## config.mk

```make
export PLATFORM = sky130hd
export DESIGN_NAME = fp16_mult_norm_round_flat
export DESIGN_NICKNAME = d
export VERILOG_FILES = /design/src/rtl/fp16_mult_norm_round_if.sv /design/src/rtl/fp16_mult_norm_round.sv /design/src/flat_wrapper.sv
export SDC_FILE = /design/constraint.sdc
export NUM_CORES = 1
export LEC_CHECK = 0
export CORE_ASPECT_RATIO = 1.4
export CORE_MARGIN = 2
export CORE_UTILIZATION = 50
export CTS_CLUSTER_SIZE = 16
export DETAILED_ROUTE_END_ITERATION = 16
export PLACE_DENSITY = 0.85
export SYNTH_ARGS = -nofsm -noshare
export SYNTH_HDL_FRONTEND = slang
export SYNTH_SLANG_ARGS = --single-unit
```

## constraint.sdc

```tcl
create_clock -name clk -period 2.95 [get_ports clk]
set_input_delay 0.4425 -clock clk [delete_from_list [all_inputs] [get_ports clk]]
set_output_delay 0.4425 -clock clk [all_outputs]
set_load 0.03 [all_outputs]
```

## src/rtl/fp16_mult_norm_round_if.sv

```systemverilog
// Handshake and data bundle for the float16 post-multiply stage.
// Upstream side (significand multiplier) and downstream side (writeback)
// share one interface; the block itself uses the slave modport.
interface fp16_mult_norm_round_if;
    logic              in_valid;
    logic              in_ready;
    logic [21:0]       prod;
    logic              sign;
    logic signed [6:0] exp_sum;
    logic              in_zero;
    logic              in_inf;
    logic              in_nan;
    logic              out_valid;
    logic              out_ready;
    logic [15:0]       result;
    logic              overflow;
    logic              underflow;
    logic              inexact;

    // Producer of operands / consumer of results.
    modport master (
        output in_valid, prod, sign, exp_sum, in_zero, in_inf, in_nan, out_ready,
        input  in_ready, out_valid, result, overflow, underflow, inexact
    );

    // The normalize/round block.
    modport slave (
        input  in_valid, prod, sign, exp_sum, in_zero, in_inf, in_nan, out_ready,
        output in_ready, out_valid, result, overflow, underflow, inexact
    );
endinterface

```

## src/rtl/fp16_mult_norm_round.sv

```systemverilog
// Float16 multiplier post-processing: normalizes the 22-bit significand
// product, rounds to nearest-even, applies overflow / flush-to-zero and
// special-value handling, and packs a binary16 result.
// Two registered stages (normalize, round/pack) with valid/ready flow control.
module fp16_mult_norm_round #(
    parameter logic [15:0] QNAN = 16'h7E00
) (
    input  logic                  clk,
    input  logic                  rst,
    fp16_mult_norm_round_if.slave bus
);

    typedef enum logic [1:0] {
        CLS_NUM  = 2'd0,
        CLS_ZERO = 2'd1,
        CLS_INF  = 2'd2,
        CLS_NAN  = 2'd3
    } cls_e;

    // Rounds the normalized significand, resolves the exponent range and
    // special classes. Returns {result[15:0], overflow, underflow, inexact}.
    function automatic logic [18:0] round_pack(
        input logic              sgn,
        input logic [9:0]        mant,
        input logic              g,
        input logic              s,
        input logic signed [7:0] e,
        input cls_e              cls
    );
        logic              up;
        logic [10:0]       sum;
        logic [9:0]        m;
        logic signed [7:0] er;
        logic [18:0]       r;
        up  = g & (s | mant[0]);
        sum = {1'b0, mant} + {10'd0, up};
        // A carry out of the fraction means 1.111..1 rounded to 10.0: renormalize.
        if (sum[10]) begin
            m  = 10'd0;
            er = e + 8'sd1;
        end else begin
            m  = sum[9:0];
            er = e;
        end
        case (cls)
            CLS_NAN:  r = {QNAN, 3'b000};
            CLS_INF:  r = {sgn, 5'h1F, 10'h000, 3'b000};
            CLS_ZERO: r = {sgn, 15'h0000, 3'b000};
            default: begin
                if (er >= 8'sd31) begin
                    r = {sgn, 5'h1F, 10'h000, 3'b101};
                end else if (er <= 8'sd0) begin
                    r = {sgn, 15'h0000, 3'b011};
                end else begin
                    r = {sgn, er[4:0], m, 2'b00, g | s};
                end
            end
        endcase
        return r;
    endfunction

    logic s1_ready;
    logic s2_ready;

    // Stage 1 state
    logic              vld_p1_d, vld_p1_q;
    logic [9:0]        mant_p1_d, mant_p1_q;
    logic              g_p1_d, g_p1_q;
    logic              s_p1_d, s_p1_q;
    logic signed [7:0] e_p1_d, e_p1_q;
    logic              sign_p1_d, sign_p1_q;
    cls_e              cls_p1_d, cls_p1_q;

    // Stage 2 state
    logic        out_valid_d, out_valid_q;
    logic [15:0] result_d, result_q;
    logic        overflow_d, overflow_q;
    logic        underflow_d, underflow_q;
    logic        inexact_d, inexact_q;

    logic signed [7:0] exp_ext;
    logic [18:0]       packed_p2;

    assign s2_ready = !out_valid_q || bus.out_ready;
    assign s1_ready = !vld_p1_q || s2_ready;
    assign exp_ext  = {bus.exp_sum[6], bus.exp_sum};

    // Stage 1: select the leading-one position and split into mantissa, guard, sticky.
    always_comb begin
        vld_p1_d  = vld_p1_q;
        mant_p1_d = mant_p1_q;
        g_p1_d    = g_p1_q;
        s_p1_d    = s_p1_q;
        e_p1_d    = e_p1_q;
        sign_p1_d = sign_p1_q;
        cls_p1_d  = cls_p1_q;
        if (s1_ready) begin
            vld_p1_d = bus.in_valid;
        end
        if (s1_ready && bus.in_valid) begin
            sign_p1_d = bus.sign;
            if (bus.prod[21]) begin
                mant_p1_d = bus.prod[20:11];
                g_p1_d    = bus.prod[10];
                s_p1_d    = |bus.prod[9:0];
                e_p1_d    = exp_ext + 8'sd1;
            end else begin
                mant_p1_d = bus.prod[19:10];
                g_p1_d    = bus.prod[9];
                s_p1_d    = |bus.prod[8:0];
                e_p1_d    = exp_ext;
            end
            if (bus.in_nan || (bus.in_inf && bus.in_zero)) begin
                cls_p1_d = CLS_NAN;
            end else if (bus.in_inf) begin
                cls_p1_d = CLS_INF;
            end else if (bus.in_zero || (bus.prod[21:20] == 2'b00)) begin
                cls_p1_d = CLS_ZERO;
            end else begin
                cls_p1_d = CLS_NUM;
            end
        end
    end

    assign packed_p2 = round_pack(sign_p1_q, mant_p1_q, g_p1_q, s_p1_q, e_p1_q, cls_p1_q);

    // Stage 2: round, range-check and pack; hold while the consumer stalls.
    always_comb begin
        out_valid_d = out_valid_q;
        result_d    = result_q;
        overflow_d  = overflow_q;
        underflow_d = underflow_q;
        inexact_d   = inexact_q;
        if (s2_ready) begin
            out_valid_d = vld_p1_q;
        end
        if (s2_ready && vld_p1_q) begin
            result_d    = packed_p2[18:3];
            overflow_d  = packed_p2[2];
            underflow_d = packed_p2[1];
            inexact_d   = packed_p2[0];
        end
    end

    // Control and visible outputs: cleared by reset so in-flight beats are dropped.
    always_ff @(posedge clk or posedge rst) begin
        if (rst) begin
            vld_p1_q    <= 1'b0;
            out_valid_q <= 1'b0;
            result_q    <= 16'h0000;
            overflow_q  <= 1'b0;
            underflow_q <= 1'b0;
            inexact_q   <= 1'b0;
        end else begin
            vld_p1_q    <= vld_p1_d;
            out_valid_q <= out_valid_d;
            result_q    <= result_d;
            overflow_q  <= overflow_d;
            underflow_q <= underflow_d;
            inexact_q   <= inexact_d;
        end
    end

    // Stage 1 datapath: qualified by vld_p1_q, so no reset is needed.
    always_ff @(posedge clk) begin
        mant_p1_q <= mant_p1_d;
        g_p1_q    <= g_p1_d;
        s_p1_q    <= s_p1_d;
        e_p1_q    <= e_p1_d;
        sign_p1_q <= sign_p1_d;
        cls_p1_q  <= cls_p1_d;
    end

    assign bus.in_ready  = s1_ready;
    assign bus.out_valid = out_valid_q;
    assign bus.result    = result_q;
    assign bus.overflow  = overflow_q;
    assign bus.underflow = underflow_q;
    assign bus.inexact   = inexact_q;

endmodule

```

## src/flat_wrapper.sv

```systemverilog
// flat-port wrapper written by rule: the top's interface ports become plain ports
module fp16_mult_norm_round_flat 
#(
    parameter logic [15:0] QNAN = 16'h7E00
)
  (clk, rst, bus_in_valid, bus_prod, bus_sign, bus_exp_sum, bus_in_zero, bus_in_inf, bus_in_nan, bus_out_ready, bus_in_ready, bus_out_valid, bus_result, bus_overflow, bus_underflow, bus_inexact);
  fp16_mult_norm_round_if bus_i ();
  input  logic clk;
  input  logic rst;
  input wire logic [$bits(bus_i.in_valid)-1:0] bus_in_valid;
  input wire logic [$bits(bus_i.prod)-1:0] bus_prod;
  input wire logic [$bits(bus_i.sign)-1:0] bus_sign;
  input wire logic [$bits(bus_i.exp_sum)-1:0] bus_exp_sum;
  input wire logic [$bits(bus_i.in_zero)-1:0] bus_in_zero;
  input wire logic [$bits(bus_i.in_inf)-1:0] bus_in_inf;
  input wire logic [$bits(bus_i.in_nan)-1:0] bus_in_nan;
  input wire logic [$bits(bus_i.out_ready)-1:0] bus_out_ready;
  output wire logic [$bits(bus_i.in_ready)-1:0] bus_in_ready;
  output wire logic [$bits(bus_i.out_valid)-1:0] bus_out_valid;
  output wire logic [$bits(bus_i.result)-1:0] bus_result;
  output wire logic [$bits(bus_i.overflow)-1:0] bus_overflow;
  output wire logic [$bits(bus_i.underflow)-1:0] bus_underflow;
  output wire logic [$bits(bus_i.inexact)-1:0] bus_inexact;
  assign bus_i.in_valid = bus_in_valid;
  assign bus_i.prod = bus_prod;
  assign bus_i.sign = bus_sign;
  assign bus_i.exp_sum = bus_exp_sum;
  assign bus_i.in_zero = bus_in_zero;
  assign bus_i.in_inf = bus_in_inf;
  assign bus_i.in_nan = bus_in_nan;
  assign bus_i.out_ready = bus_out_ready;
  assign bus_in_ready = bus_i.in_ready;
  assign bus_out_valid = bus_i.out_valid;
  assign bus_result = bus_i.result;
  assign bus_overflow = bus_i.overflow;
  assign bus_underflow = bus_i.underflow;
  assign bus_inexact = bus_i.inexact;
  fp16_mult_norm_round #(.QNAN(QNAN)) u_core (.clk(clk), .rst(rst), .bus(bus_i));
endmodule
```

# Word level (Yosys, flattened, before mapping)
# Index checks and enable logic that the tools add are counted.
# word_totals
input_bits	37
register_bits	44
output_inout_bits	21
# classes
eq_ne	3
order_cmp	2
n_addsub	3
bitwise_logic	3
n_reduce_logical	13
n_mux	11
# ops
op	count
$pmux 19 s3	1
$mux 18	2
$mux 10	2
$mux 8	2
$add 10x1->11	1
$reduce_or 10->1	1
$reduce_or 9->1	1
$add 7x2->8 const B	1
$add 8x2->8 const B	1
$ge 8x6->1 const B	1
$le 8x1->1 const B	1
$eq 2x2->1 const B	2
$logic_or 1x1->1	4
$mux 1	4
$logic_and 1x1->1	3
$eq 2x1->1 const B	1
$logic_not 1->1	2
$logic_not 2->1	1
$or 1x1->1	2
$reduce_or 2->1	1
$and 1x1->1	1

# Longest topological paths before layout
# logic_depth
word_depth	8
depth_mapped	9
depth_no_buf	8

# Worst setup path after synthesis
# No wires, ideal clock.
# synth_path
path_kind	reg-to-reg
from	register u_core.s_p1_q
to	register u_core.result_q[3], in the netlist u_core.bus.result[3]
stages_incl_launch_ff	10
t_arrival_ns	2.276
slack_ns	0.552
setup_time_ns	0.122
n_path_buf	1
cell_sequence	edfxtp_1 > o21a_1 > ha_1 > ha_1 > buf_2 > nand4_1 > nor4_4 > mux2i_1 > a21oi_1 > a32o_1
# synth_via
elab_chain_cells	8
word_cells_on_any_way	10
# synth_rtl
element	line_no	source
from (decl)	fp16_mult_norm_round.sv:69	logic s_p1_d, s_p1_q;
from (signal assigned)	fp16_mult_norm_round.sv:168	s_p1_q <= s_p1_d;
$or 1x1->1 (*)	fp16_mult_norm_round.sv:35	up = g & (s | mant[0]);
$and 1x1->1 (*)	fp16_mult_norm_round.sv:35	
$add 10x1->11 (*)	fp16_mult_norm_round.sv:36	sum = {1'b0, mant} + {10'd0, up};
$mux 8	fp16_mult_norm_round.sv:38	if (sum[10]) begin
$le 8x1->1	fp16_mult_norm_round.sv:52	end else if (er <= 8'sd0) begin
$mux 18	fp16_mult_norm_round.sv:52	
$mux 18 (*)	fp16_mult_norm_round.sv:50	if (er >= 8'sd31) begin
$pmux 19 s3 (*)	fp16_mult_norm_round.sv:45	case (cls)
to (signal assigned)	fp16_mult_norm_round.sv:157	result_q <= result_d;
to (decl)	fp16_mult_norm_round.sv:76	logic [15:0] result_d, result_q;
# Every way passes the cells marked *; elsewhere a longest branch is shown, timed or not.
# A chain may end at the register's enable or synchronous reset.

# Worst setup path after layout
# layout_path
from	register u_core.s_p1_q
to	register u_core.result_q[5], in the netlist u_core.bus.result[5]
# Same word-level chain as after synthesis.

==> metrics.yaml <==
status:
  status: "complete, no violations"
route:
  drcViolationCount: 0
  via_per_inst: 5.79
  num_vias: 2068
  first_iter_violations: 150
  wire_per_inst_um: 15.0
  antenna_left: 0
  first_pass_iters: 4
  wl_um: 5360
synthesis:
  syn_inst: 235
  synth_seq_cells: 44
  synth-main-ff-cell: "edfxtp_1"
  synthArstFlopShare: 0.477
  yosys-top-cells-count: "nand2_1, edfxtp_1, dfrtp_1"
  synth_edf_count: 23
  syn-cell-area_um2: 2550
  avgSynthCellArea_um2: 10.9
  synth_top_area_frac: 0.271
  synth_area_leaders: "edfxtp_1, dfrtp_1, mux2_2, xnor2_1, nand2_1"
  yosys_warnings: 0
  ys_seq_area_frac: 0.477
  yosysTopAreaCell: "edfxtp_1"
  synth_cell_types: 44
  synthesis.nets: 276
  yosysMostFrequentCell: "nand2_1"
clock_network:
  cts.clk_slew.worst_paths_ns: 0.09
  postCtsSetupBuffers: 0
  htree_levels: 2
  cts_max_path_buffers: 2
  cts_tree: "yes"
  hold_buffers: 0
  post_cts_resized: 0
  insertion_delay_ns: 0.31
  cts_sinks: 44
  cts_root_buffer: "clkbuf_8"
  cts_buffers: 5
critical_path:
  reg2reg_slack_ns: 0.30
  critPathSlowestCell: "nor4_4"
  crit_required_ns: 3.15
  cp.depth: 8
  reg2reg_to: "u_core.bus.result[5]"
  crit_fanout: 10
  cp-start-kind: "flop"
  crit_chain: "o21a_1 -> ha_1 -> ha_1 -> nand4_1 -> nor4_4 -> mux2i_1 -> nand3_1 -> o41ai_1"
  endpoint: "u_core.bus.result[5]"
  worstSetupPathType: "flop to flop"
  arrival_ns: 2.84
  slowest_delay_ns: 0.42
  r2r_cells: 8
  endpoint_kind: "flop"
  path_common_cell: "ha_1"
  regToRegStartpoint: "u_core.s_p1_q"
  crit_start: "u_core.s_p1_q"
  critPathTopFamily: "simple AND/OR/NAND/NOR gates"
  crit_buf_inv: 0
die:
  die_x_um: 64.4
  fp.dieH_um: 88.5
  ios: 58
  start_util: 0.523
  dieArea_um2: 5700
  coreArea_um2: 4880
  fp-row-count: 30
min_path:
  min_path_type: "flop to flop"
placement:
  port_buffers: 57
  gp_congestion: 0.862
  dpl.hpwl_um: 4230
sta:
  drv_slew: 0
  timing.fmax_mhz: 378
  relSlewSlack: 0.355
  hold_viol: 0
  worstMarginPinSlew_ns: 0.968
  grt_setup_unrepaired: "no"
  setup_violations: 0
  fin_skew_ns: 0.00819
  post-route-period-util: 0.897
  finalCriticalPeriod_ns: 2.65
  fin_tns_setup_ns: 0
cells_and_area:
  diodes: 0
  fillers: 380
  multiInputGateArea_um2: 1270
  seq_area_um2: 1220
  area_delta_synth_final_pct: 29.0
  layout.nets: 333
  layout-drive-gt1-share: 0.113
global_routing:
  grt_pass1_vias: 2025
  antenna_found_initial: 0
  grt_overflow: 0
  grt_usage: 0.204
  grt_max_degree: 24
  grt_pass1_wl_um: 9140
power_and_ir_drop:
  p_leak_uw: 0.00122
  max-vdd-ir-drop_mv: 0.302
  power_uw: 1480
  powerDensity_nw_per_um2: 449
flow_run:
  cap_violations: 0
## logic make-up after synthesis
logic type | after synthesis | share of synthesized area
simple gates | 90 | 0.203
flops | 44 | 0.477
compound gates | 41 | 0.120
xor+xnor | 24 | 0.0824
mux | 17 | 0.0750
buf+inv | 15 | 0.0240
fa+ha+maj | 4 | 0.0196
## power by group
group          switching [uW]  total, uW  leakage (uW)  internal [uW]
Sequential               44.2        741      0.000480            697
Clock                     225        447     0.0000573            222
Combinational             148        289      0.000688            141
Total                     417       1480       0.00122           1060
## metal layers
layer	part of all wire	routed length [um]	vias up	track usage
met5	0	0	-	0
met4	0.024	126	0	0.0851
met3	0.033	178	11	0.0293
li1	-	-	1010	-
met2	0.54	2920	46	0.386
met1	0.40	2130	1001	0.229
## cells in the final DEF (no fill, tap or decap), drive strengths merged, types with 6 or more instances in the layout
master / instances
nor3: 6
nand4: 11
edfxtp: 23
nand2: 24
xor2: 8
dfrtp: 21
mux2: 14
clkbuf: 6
a21oi: 9
xnor2: 16
nor4: 6
nand3: 12
inv: 7
clkdlybuf4s50: 57
nor2: 11
## worst reg2reg max path, delay by kind of cell, from the launching register on
| kind | cells | cell delay, ns |
|---|---|---|
| AOI/OAI and AO/OA | 2 | 0.49 |
| adders and majority gates | 2 | 0.56 |
| DFF | 1 | 0.36 |
| muxes | 1 | 0.27 |
| and+or+nand+nor | 3 | 0.87 |
## how the worst min path moves through the flow
stage / cells past startpoint / slack [ns] / to / from
floorplan: 1 / 0.42 / u_core.bus.inexact / rst
global placement: 2 / 0.45 / u_core.bus.result[15] / u_core.sign_p1_q
detailed placement: 2 / 0.46 / u_core.bus.result[15] / u_core.bus.result[15]
CTS: 2 / 0.49 / u_core.bus.result[15] / u_core.bus.result[15]
global route: 2 / 0.52 / u_core.bus.result[5] / u_core.bus.result[5]
finish: 2 / 0.48 / u_core.bus.result[15] / u_core.bus.result[15]
## sequential cells by signal, summed over array words and instances (netlist names), 2 cells and up
name,count
u_core.mant_p1_q,10
u_core.bus.result,16
u_core.cls_p1_q,2
u_core.e_p1_q,8
## area by class of cell
class,count,area share
multi-input cells,176,0.387
flip-flops and latches,44,0.370
repair buffers,60,0.180
clock buffers,6,0.0285
well taps,64,0.0243
inverters,5,0.00570
clock inverters,2,0.00456
## stage by stage
stage          setup slack [ns]  hold WS, ns   util  std cells  cell area, um^2
2_1_floorplan             0.552        0.419      -        235             2550
3_3_place_gp              0.434        0.450  0.652        349             3180
3_5_place_dp              0.312        0.464  0.652        349             3180
4_1_cts                   0.304        0.486  0.674        357             3290
5_1_grt                   0.103        0.523  0.674        357             3290
6_report                  0.304        0.477  0.674        357             3290
No activity file was read; power rests on OpenSTA's default activity.
